[src/rtl/pcm_encoder_mc_if.sv]
// pcm_encoder_mc_if: shared bit-timing strobes, per-lane controls
// and encoded line outputs of the multi-lane PCM encoder.
interface pcm_encoder_mc_if #(
  parameter int NUM_CH = 4,
  parameter int MODE_W = 4
);
  logic                     clkEn;
  logic                     sym2xClkEn;
  logic                     symClkEn;
  logic [NUM_CH-1:0]        nrzBits;
  logic [MODE_W*NUM_CH-1:0] pcmMode;
  logic [NUM_CH-1:0]        pcmInvert;
  logic [NUM_CH-1:0]        chEnable;
  logic [NUM_CH-1:0]        pcmRandomize;
  logic                     bitTaken;
  logic [NUM_CH-1:0]        pcmBits;

  modport master (
    output clkEn, sym2xClkEn, symClkEn,
    output nrzBits, pcmMode, pcmInvert,
    output chEnable, pcmRandomize,
    input  bitTaken, pcmBits
  );

  modport slave (
    input  clkEn, sym2xClkEn, symClkEn,
    input  nrzBits, pcmMode, pcmInvert,
    input  chEnable, pcmRandomize,
    output bitTaken, pcmBits
  );
endinterface

[src/rtl/pcm_encoder_mc.sv]
// pcm_encoder_mc: NUM_CH-lane PCM line encoder (NRZ/BIP/DM codes).
// Define PCM_RNRZ_EN to add a per-lane 15-bit RNRZ scrambler.
module pcm_encoder_mc #(
  parameter int NUM_CH = 4,
  parameter int MODE_W = 4
) (
  input logic             clk,
  input logic             reset,
  pcm_encoder_mc_if.slave bus
);
  typedef enum logic [2:0] {
    NRZL, NRZM, NRZS, BIPL, BIPM, BIPS, DMM, DMS
  } code_e;

  logic b;
  logic m;
  logic doM;
  logic secondHalf;

  logic [MODE_W-1:0] modeSh [NUM_CH];
  logic [MODE_W-1:0] modeNx [NUM_CH];
  code_e             code   [NUM_CH];
  logic [NUM_CH-1:0] invSh, invNx;
  logic [NUM_CH-1:0] lvl, lvlNx;
  logic [NUM_CH-1:0] prevD, prevNx;
  logic [NUM_CH-1:0] curD, curNx;
  logic [NUM_CH-1:0] live, liveNx;
  logic [NUM_CH-1:0] outNx;
  logic [NUM_CH-1:0] dIn;
  logic [NUM_CH-1:0] eNow, ePrev, eCur;

`ifdef PCM_RNRZ_EN
  logic [14:0]       sr   [NUM_CH];
  logic [14:0]       srNx [NUM_CH];
  logic [NUM_CH-1:0] rndSh, rndNx;
`else
  logic unusedRnd;
  assign unusedRnd = ^bus.pcmRandomize;
`endif

  assign b   = bus.clkEn & bus.symClkEn;
  assign m   = bus.clkEn & bus.sym2xClkEn & ~bus.symClkEn;
  assign doM = m & ~secondHalf;

  // Codes 8 and up fall back to plain NRZL with polarity forced
  function automatic logic isRaw(input logic [MODE_W-1:0] md);
    return md > MODE_W'(7);
  endfunction

  function automatic code_e codeOf(input logic [MODE_W-1:0] md);
    return isRaw(md) ? NRZL : code_e'(md[2:0]);
  endfunction

  always_comb begin
    dIn    = bus.nrzBits;
    modeNx = modeSh;
    invNx  = b ? bus.pcmInvert : invSh;
    lvlNx  = lvl;
    prevNx = prevD;
    curNx  = curD;
    liveNx = live;
    outNx  = '0;
    eNow   = '0;
    ePrev  = '0;
    eCur   = '0;
`ifdef PCM_RNRZ_EN
    rndNx  = b ? bus.pcmRandomize : rndSh;
    srNx   = sr;
`endif
    for (int i = 0; i < NUM_CH; i++) begin
      if (b) modeNx[i] = bus.pcmMode[MODE_W*i +: MODE_W];
`ifdef PCM_RNRZ_EN
      if (rndNx[i])
        dIn[i] = bus.nrzBits[i] ^ sr[i][13] ^ sr[i][14];
      if (b && rndNx[i])
        srNx[i] = {sr[i][13:0], dIn[i]};
`endif
      code[i]  = codeOf(modeNx[i]);
      eNow[i]  = (code[i] == DMS) ? ~dIn[i]   : dIn[i];
      ePrev[i] = (code[i] == DMS) ? ~prevD[i] : prevD[i];
      eCur[i]  = (code[i] == DMS) ? ~curD[i]  : curD[i];
      unique case (1'b1)
        b: begin
          curNx[i]  = dIn[i];
          prevNx[i] = dIn[i];
          liveNx[i] = 1'b1;
          unique case (code[i])
            NRZL, BIPL: lvlNx[i] = dIn[i];
            NRZM:       lvlNx[i] = lvl[i] ^ dIn[i];
            NRZS:       lvlNx[i] = lvl[i] ^ ~dIn[i];
            BIPM, BIPS: lvlNx[i] = ~lvl[i];
            DMM, DMS:   lvlNx[i] = lvl[i] ^ (~eNow[i] & ~ePrev[i]);
          endcase
        end
        doM && live[i]: begin
          unique case (code[i])
            BIPL:     lvlNx[i] = ~curD[i];
            BIPM:     lvlNx[i] = lvl[i] ^ curD[i];
            BIPS:     lvlNx[i] = lvl[i] ^ ~curD[i];
            DMM, DMS: lvlNx[i] = lvl[i] ^ eCur[i];
            default:  lvlNx[i] = lvl[i];
          endcase
        end
        default: ;
      endcase
      // A disabled lane stays idle until the first boundary after re-enable
      if (!bus.chEnable[i]) begin
        lvlNx[i]  = 1'b0;
        prevNx[i] = 1'b0;
        curNx[i]  = 1'b0;
        liveNx[i] = 1'b0;
`ifdef PCM_RNRZ_EN
        srNx[i]   = '0;
`endif
      end
      outNx[i] = liveNx[i] &
                 (lvlNx[i] ^ (invNx[i] & ~isRaw(modeNx[i])));
    end
  end

  always_ff @(posedge clk) begin
    if (reset) begin
      bus.bitTaken <= 1'b0;
      bus.pcmBits  <= '0;
      secondHalf   <= 1'b0;
      modeSh       <= '{default: '0};
      invSh        <= '0;
      lvl          <= '0;
      prevD        <= '0;
      curD         <= '0;
      live         <= '0;
`ifdef PCM_RNRZ_EN
      rndSh        <= '0;
      sr           <= '{default: '0};
`endif
    end else begin
      if (bus.clkEn) bus.bitTaken <= bus.symClkEn;
      if (b)      secondHalf <= 1'b0;
      else if (m) secondHalf <= 1'b1;
      bus.pcmBits <= outNx;
      modeSh      <= modeNx;
      invSh       <= invNx;
      lvl         <= lvlNx;
      prevD       <= prevNx;
      curD        <= curNx;
      live        <= liveNx;
`ifdef PCM_RNRZ_EN
      rndSh       <= rndNx;
      sr          <= srNx;
`endif
    end
  end
endmodule

[src/flat_wrapper.sv]
// flat-port wrapper written by rule: the top's interface ports become plain ports
module pcm_encoder_mc_flat 
#(
  parameter int NUM_CH = 4,
  parameter int MODE_W = 4
)
  (clk, reset, bus_clkEn, bus_sym2xClkEn, bus_symClkEn, bus_nrzBits, bus_pcmMode, bus_pcmInvert, bus_chEnable, bus_pcmRandomize, bus_bitTaken, bus_pcmBits);
  pcm_encoder_mc_if #(.NUM_CH(NUM_CH), .MODE_W(MODE_W)) bus_i ();
  input logic clk;
  input logic reset;
  input wire logic [$bits(bus_i.clkEn)-1:0] bus_clkEn;
  input wire logic [$bits(bus_i.sym2xClkEn)-1:0] bus_sym2xClkEn;
  input wire logic [$bits(bus_i.symClkEn)-1:0] bus_symClkEn;
  input wire logic [$bits(bus_i.nrzBits)-1:0] bus_nrzBits;
  input wire logic [$bits(bus_i.pcmMode)-1:0] bus_pcmMode;
  input wire logic [$bits(bus_i.pcmInvert)-1:0] bus_pcmInvert;
  input wire logic [$bits(bus_i.chEnable)-1:0] bus_chEnable;
  input wire logic [$bits(bus_i.pcmRandomize)-1:0] bus_pcmRandomize;
  output wire logic [$bits(bus_i.bitTaken)-1:0] bus_bitTaken;
  output wire logic [$bits(bus_i.pcmBits)-1:0] bus_pcmBits;
  assign bus_i.clkEn = bus_clkEn;
  assign bus_i.sym2xClkEn = bus_sym2xClkEn;
  assign bus_i.symClkEn = bus_symClkEn;
  assign bus_i.nrzBits = bus_nrzBits;
  assign bus_i.pcmMode = bus_pcmMode;
  assign bus_i.pcmInvert = bus_pcmInvert;
  assign bus_i.chEnable = bus_chEnable;
  assign bus_i.pcmRandomize = bus_pcmRandomize;
  assign bus_bitTaken = bus_i.bitTaken;
  assign bus_pcmBits = bus_i.pcmBits;
  pcm_encoder_mc #(.NUM_CH(NUM_CH), .MODE_W(MODE_W)) u_core (.clk(clk), .reset(reset), .bus(bus_i));
endmodule
[config.mk]
export PLATFORM = sky130hd
export DESIGN_NAME = pcm_encoder_mc_flat
export DESIGN_NICKNAME = d
export VERILOG_FILES = /design/src/rtl/pcm_encoder_mc_if.sv /design/src/rtl/pcm_encoder_mc.sv /design/src/flat_wrapper.sv
export SDC_FILE = /design/constraint.sdc
export NUM_CORES = 1
export LEC_CHECK = 0
export CAP_MARGIN = 10
export CORE_MARGIN = 3
export CORE_UTILIZATION = 55
export CTS_CLUSTER_DIAMETER = 50
export CTS_CLUSTER_SIZE = 28
export DETAILED_ROUTE_END_ITERATION = 10
export PLACE_DENSITY = 0.79
export SLEW_MARGIN = 10
export SYNTH_ARGS = -nofsm -noshare
export SYNTH_HDL_FRONTEND = slang
export SYNTH_SLANG_ARGS = --single-unit
[constraint.sdc]
create_clock -name clk -period 5.4 [get_ports clk]
set_input_delay 0.54 -clock clk [delete_from_list [all_inputs] [get_ports clk]]
set_output_delay 0.54 -clock clk [all_outputs]
set_load 0.005 [all_outputs]
==> results_dict.tcl <==
set metrics [dict create \
    totalWireLength_um 6450 \
    io_pins 42 \
    synth_enable_flop_cells 0 \
    synth_ff_type "dfxtp_1" \
    ys_top_cells_by_count "38 x dfxtp_1, 31 x nand2_1, 28 x nor2_1, 27 x a21oi_1, 18 x nand3_1" \
    worst_hold_slack_ns 0.456 \
    layout-drive-gt1-share_pct 11.0 \
    rsz0062_at_grt "false" \
    post-route-drc-count 0 \
    synth_seq_area_share_pct 28.0 \
    drv_slew 0 \
    vdd_drop_max_mv 0.147 \
    synth.most_common_cell "dfxtp_1" \
    cp-start-kind "input port" \
    dp_slack_ns 1.92 \
    die-area_um2 5820 \
    via_per_inst 6.07 \
    drtIter0Drc 143 \
    cts-resized-gates 0 \
    ys_async_sr_fraction_pct 0 \
    drtAntennaViolNets 0 \
    worst_pin_slew_ns 0.750 \
    overflow 0 \
    post-cts-setup-buffers 0 \
    cts_tree "yes" \
    die_w_um 76.3 \
    ys_warn_count 0 \
    core-area_um2 4560 \
    relSlewSlack_pct 49.8 \
    clockRootBuffer "clkbuf_8" \
    grt_pass1_vias 2436 \
    setup_viol 0 \
    hold_viol_final 0 \
    total_power_uw 693 \
    clk_pin_slew_ns 0.07 \
    maxCapViolCount 0 \
    cts_made_buffers 5 \
    crit_path_end_kind "flip-flop" \
    hpwl_um 4380 \
    drt_first_pass_iters 5 \
    rr_startpoint "u_core.modeSh[8]" \
    fin_nets 398 \
    worstPathMaxFanout 39 \
    htree_levels 2 \
    fin_crit_ns 3.18 \
    cp.required_ns 5.59 \
    io_buffers 37 \
    r2r_cells 6 \
    ys_ff_latch 38 \
    worstPathArrival_ns 3.37 \
    n_antenna_cell 0 \
    power.leakage_uw 0.00126 \
    syn_nets 369 \
    hold_path_depth 2 \
    fill_cells 393 \
    die_h_um 76.3 \
    clk_path_buf_depth 2 \
    core.rowCount 24 \
    fin_ws_ns 2.22 \
    synthTopCellsByArea "dfxtp_1 28%, a21oi_1 5.0%, nand2_1 4.3%, nor2_1 3.9%, mux2i_1 3.3%" \
    grt_max_degree 47 \
    synth_top_area_share_pct 28.0 \
    cts.sink_count 38 \
    dp_cells 419 \
    antenna_found_initial 0 \
    clock.fmax_ghz 0.314 \
    globalplace.congestion 0.946 \
    ctsHoldBuffers 0 \
    clock_latency_ns 0.30 \
    period_share_pct 58.9 \
    min-delay-start "u_core.invSh[1]" \
    yosysTopAreaCell "dfxtp_1" \
    grt_pass1_wl_um 10800 \
    finClkSkew_ns 0.00488 \
    area_growth_pct 17.2 \
    grt_use_total_pct 22.1 \
    syn_inst 332 \
    p_per_area_nw_per_um2 217 \
    syn_area_um2 2720 \
    critPathKind "input port to flip-flop" \
    finalSetupTns_ns 0 \
    slowest_delay_ns 0.54 \
    crit_chain "clkdlybuf4s50_1 -> buf_4 -> nand2_4 -> o31ai_2 -> nor4b_1 -> o31ai_1 -> a32oi_1 -> o22ai_2 -> mux2_4" \
    layout.cells.non_filler 427 \
    synth_cell_types 59 \
    worstHoldPathType "flip-flop to flip-flop" \
    synth.avg_cell_area_um2 8.19 \
    start_util_pct 59.6 \
    vias 2593 \
    wire_per_inst_um 15.1 \
    crit_path_start "bus_clkEn" \
    status "completed" \
    crit_path_top_delay_cell "o31ai_2" \
]
registers in the layout, indices dropped and copies added, names as in the netlist:
| name | flops |
|---|---|
| u_core.bus.bitTaken | 1 |
| u_core.invSh | 4 |
| u_core.bus.pcmBits | 4 |
| u_core.curD | 3 |
| u_core.secondHalf | 1 |
| u_core.live | 4 |
| u_core.modeSh | 16 |
| u_core.prevD | 1 |
| u_core.lvl | 4 |
logic make-up (layout without fill, tap and decap cells):
kind of cell / Yosys count / in the layout / share of synthesized area (%)
flops: 38 / 38 / 28.0
mux: 19 / 19 / 8.51
simple gates: 125 / 125 / 25.7
xor+xnor: 9 / 9 / 2.90
buf+inv: 34 / 64 / 6.53
compound gates: 107 / 107 / 28.4
critical path, delay by kind of cell:
family | cells | cell delay (ns)
AOI/OAI and AO/OA | 4 | 1.11
buffers and inverters | 2 | 0.73
and+or+nand+nor | 2 | 0.66
muxes | 1 | 0.31
per-stage QoR:
stage / util [%] / instance area (µm²)
6_report: 69.8 / 3190
5_1_grt: 69.8 / 3190
4_1_cts: 69.8 / 3190
3_5_place_dp: 67.4 / 3080
3_3_place_gp: 67.4 / 3080
2_1_floorplan: - / 2720
routing by layer:
metal	up-vias	GRT usage, %	wire [µm]
met2	103	36.7	3010
met1	1201	27.8	2910
met4	0	8.70	87
met3	7	4.73	448
met5	-	0	0
li1	1282	-	-
final timing paths:
kind	end	slack, ns
worst max-delay path	u_core.bus.pcmBits[1]	2.22
worst min-delay path	u_core.invSh[1]	0.46
worst max register to register	u_core.bus.pcmBits[1]	3.36
worst min register to register	u_core.invSh[1]	0.46
power breakdown:
part / switching (µW) / internal (µW)
logic: 81.2 / 73.6
registers: 10.7 / 291
clock network: 107 / 129
cell usage in the layout (no fill, tap or decap), types with 3 or more instances in the layout:
master,instances
a21bo_2,3
xor2_1,6
nor3b_1,4
nor4b_2,3
clkdlybuf4s50_1,37
inv_1,16
dfxtp_1,38
nor2_1,28
o311ai_0,3
a211oi_1,8
mux2i_1,9
and4b_1,6
o211ai_1,4
a21oi_1,27
a21boi_0,8
a32o_1,4
a31oi_1,4
nor3_1,3
xnor2_1,3
o21bai_1,3
buf_4,3
o21ai_1,4
o31ai_1,5
a31o_2,5
mux2_2,5
a21o_1,7
nand2b_1,3
nand3b_1,5
nor2b_1,8
nand3_1,18
nand4b_1,4
nand2_1,31
clkbuf_8,8
and3_1,6
o21ai_0,7
area by class of cell:
cell class	instances	area [µm²]	share of cell area, %
Inverter	16	60.1	1.89
Multi-Input combinational cell	260	1780	55.9
Sequential cell	38	761	23.9
Tap cell	65	81.3	2.55
Timing Repair Buffer	40	393	12.3
Clock buffer	8	110	3.46
No activity file was read; power rests on OpenSTA's default activity.
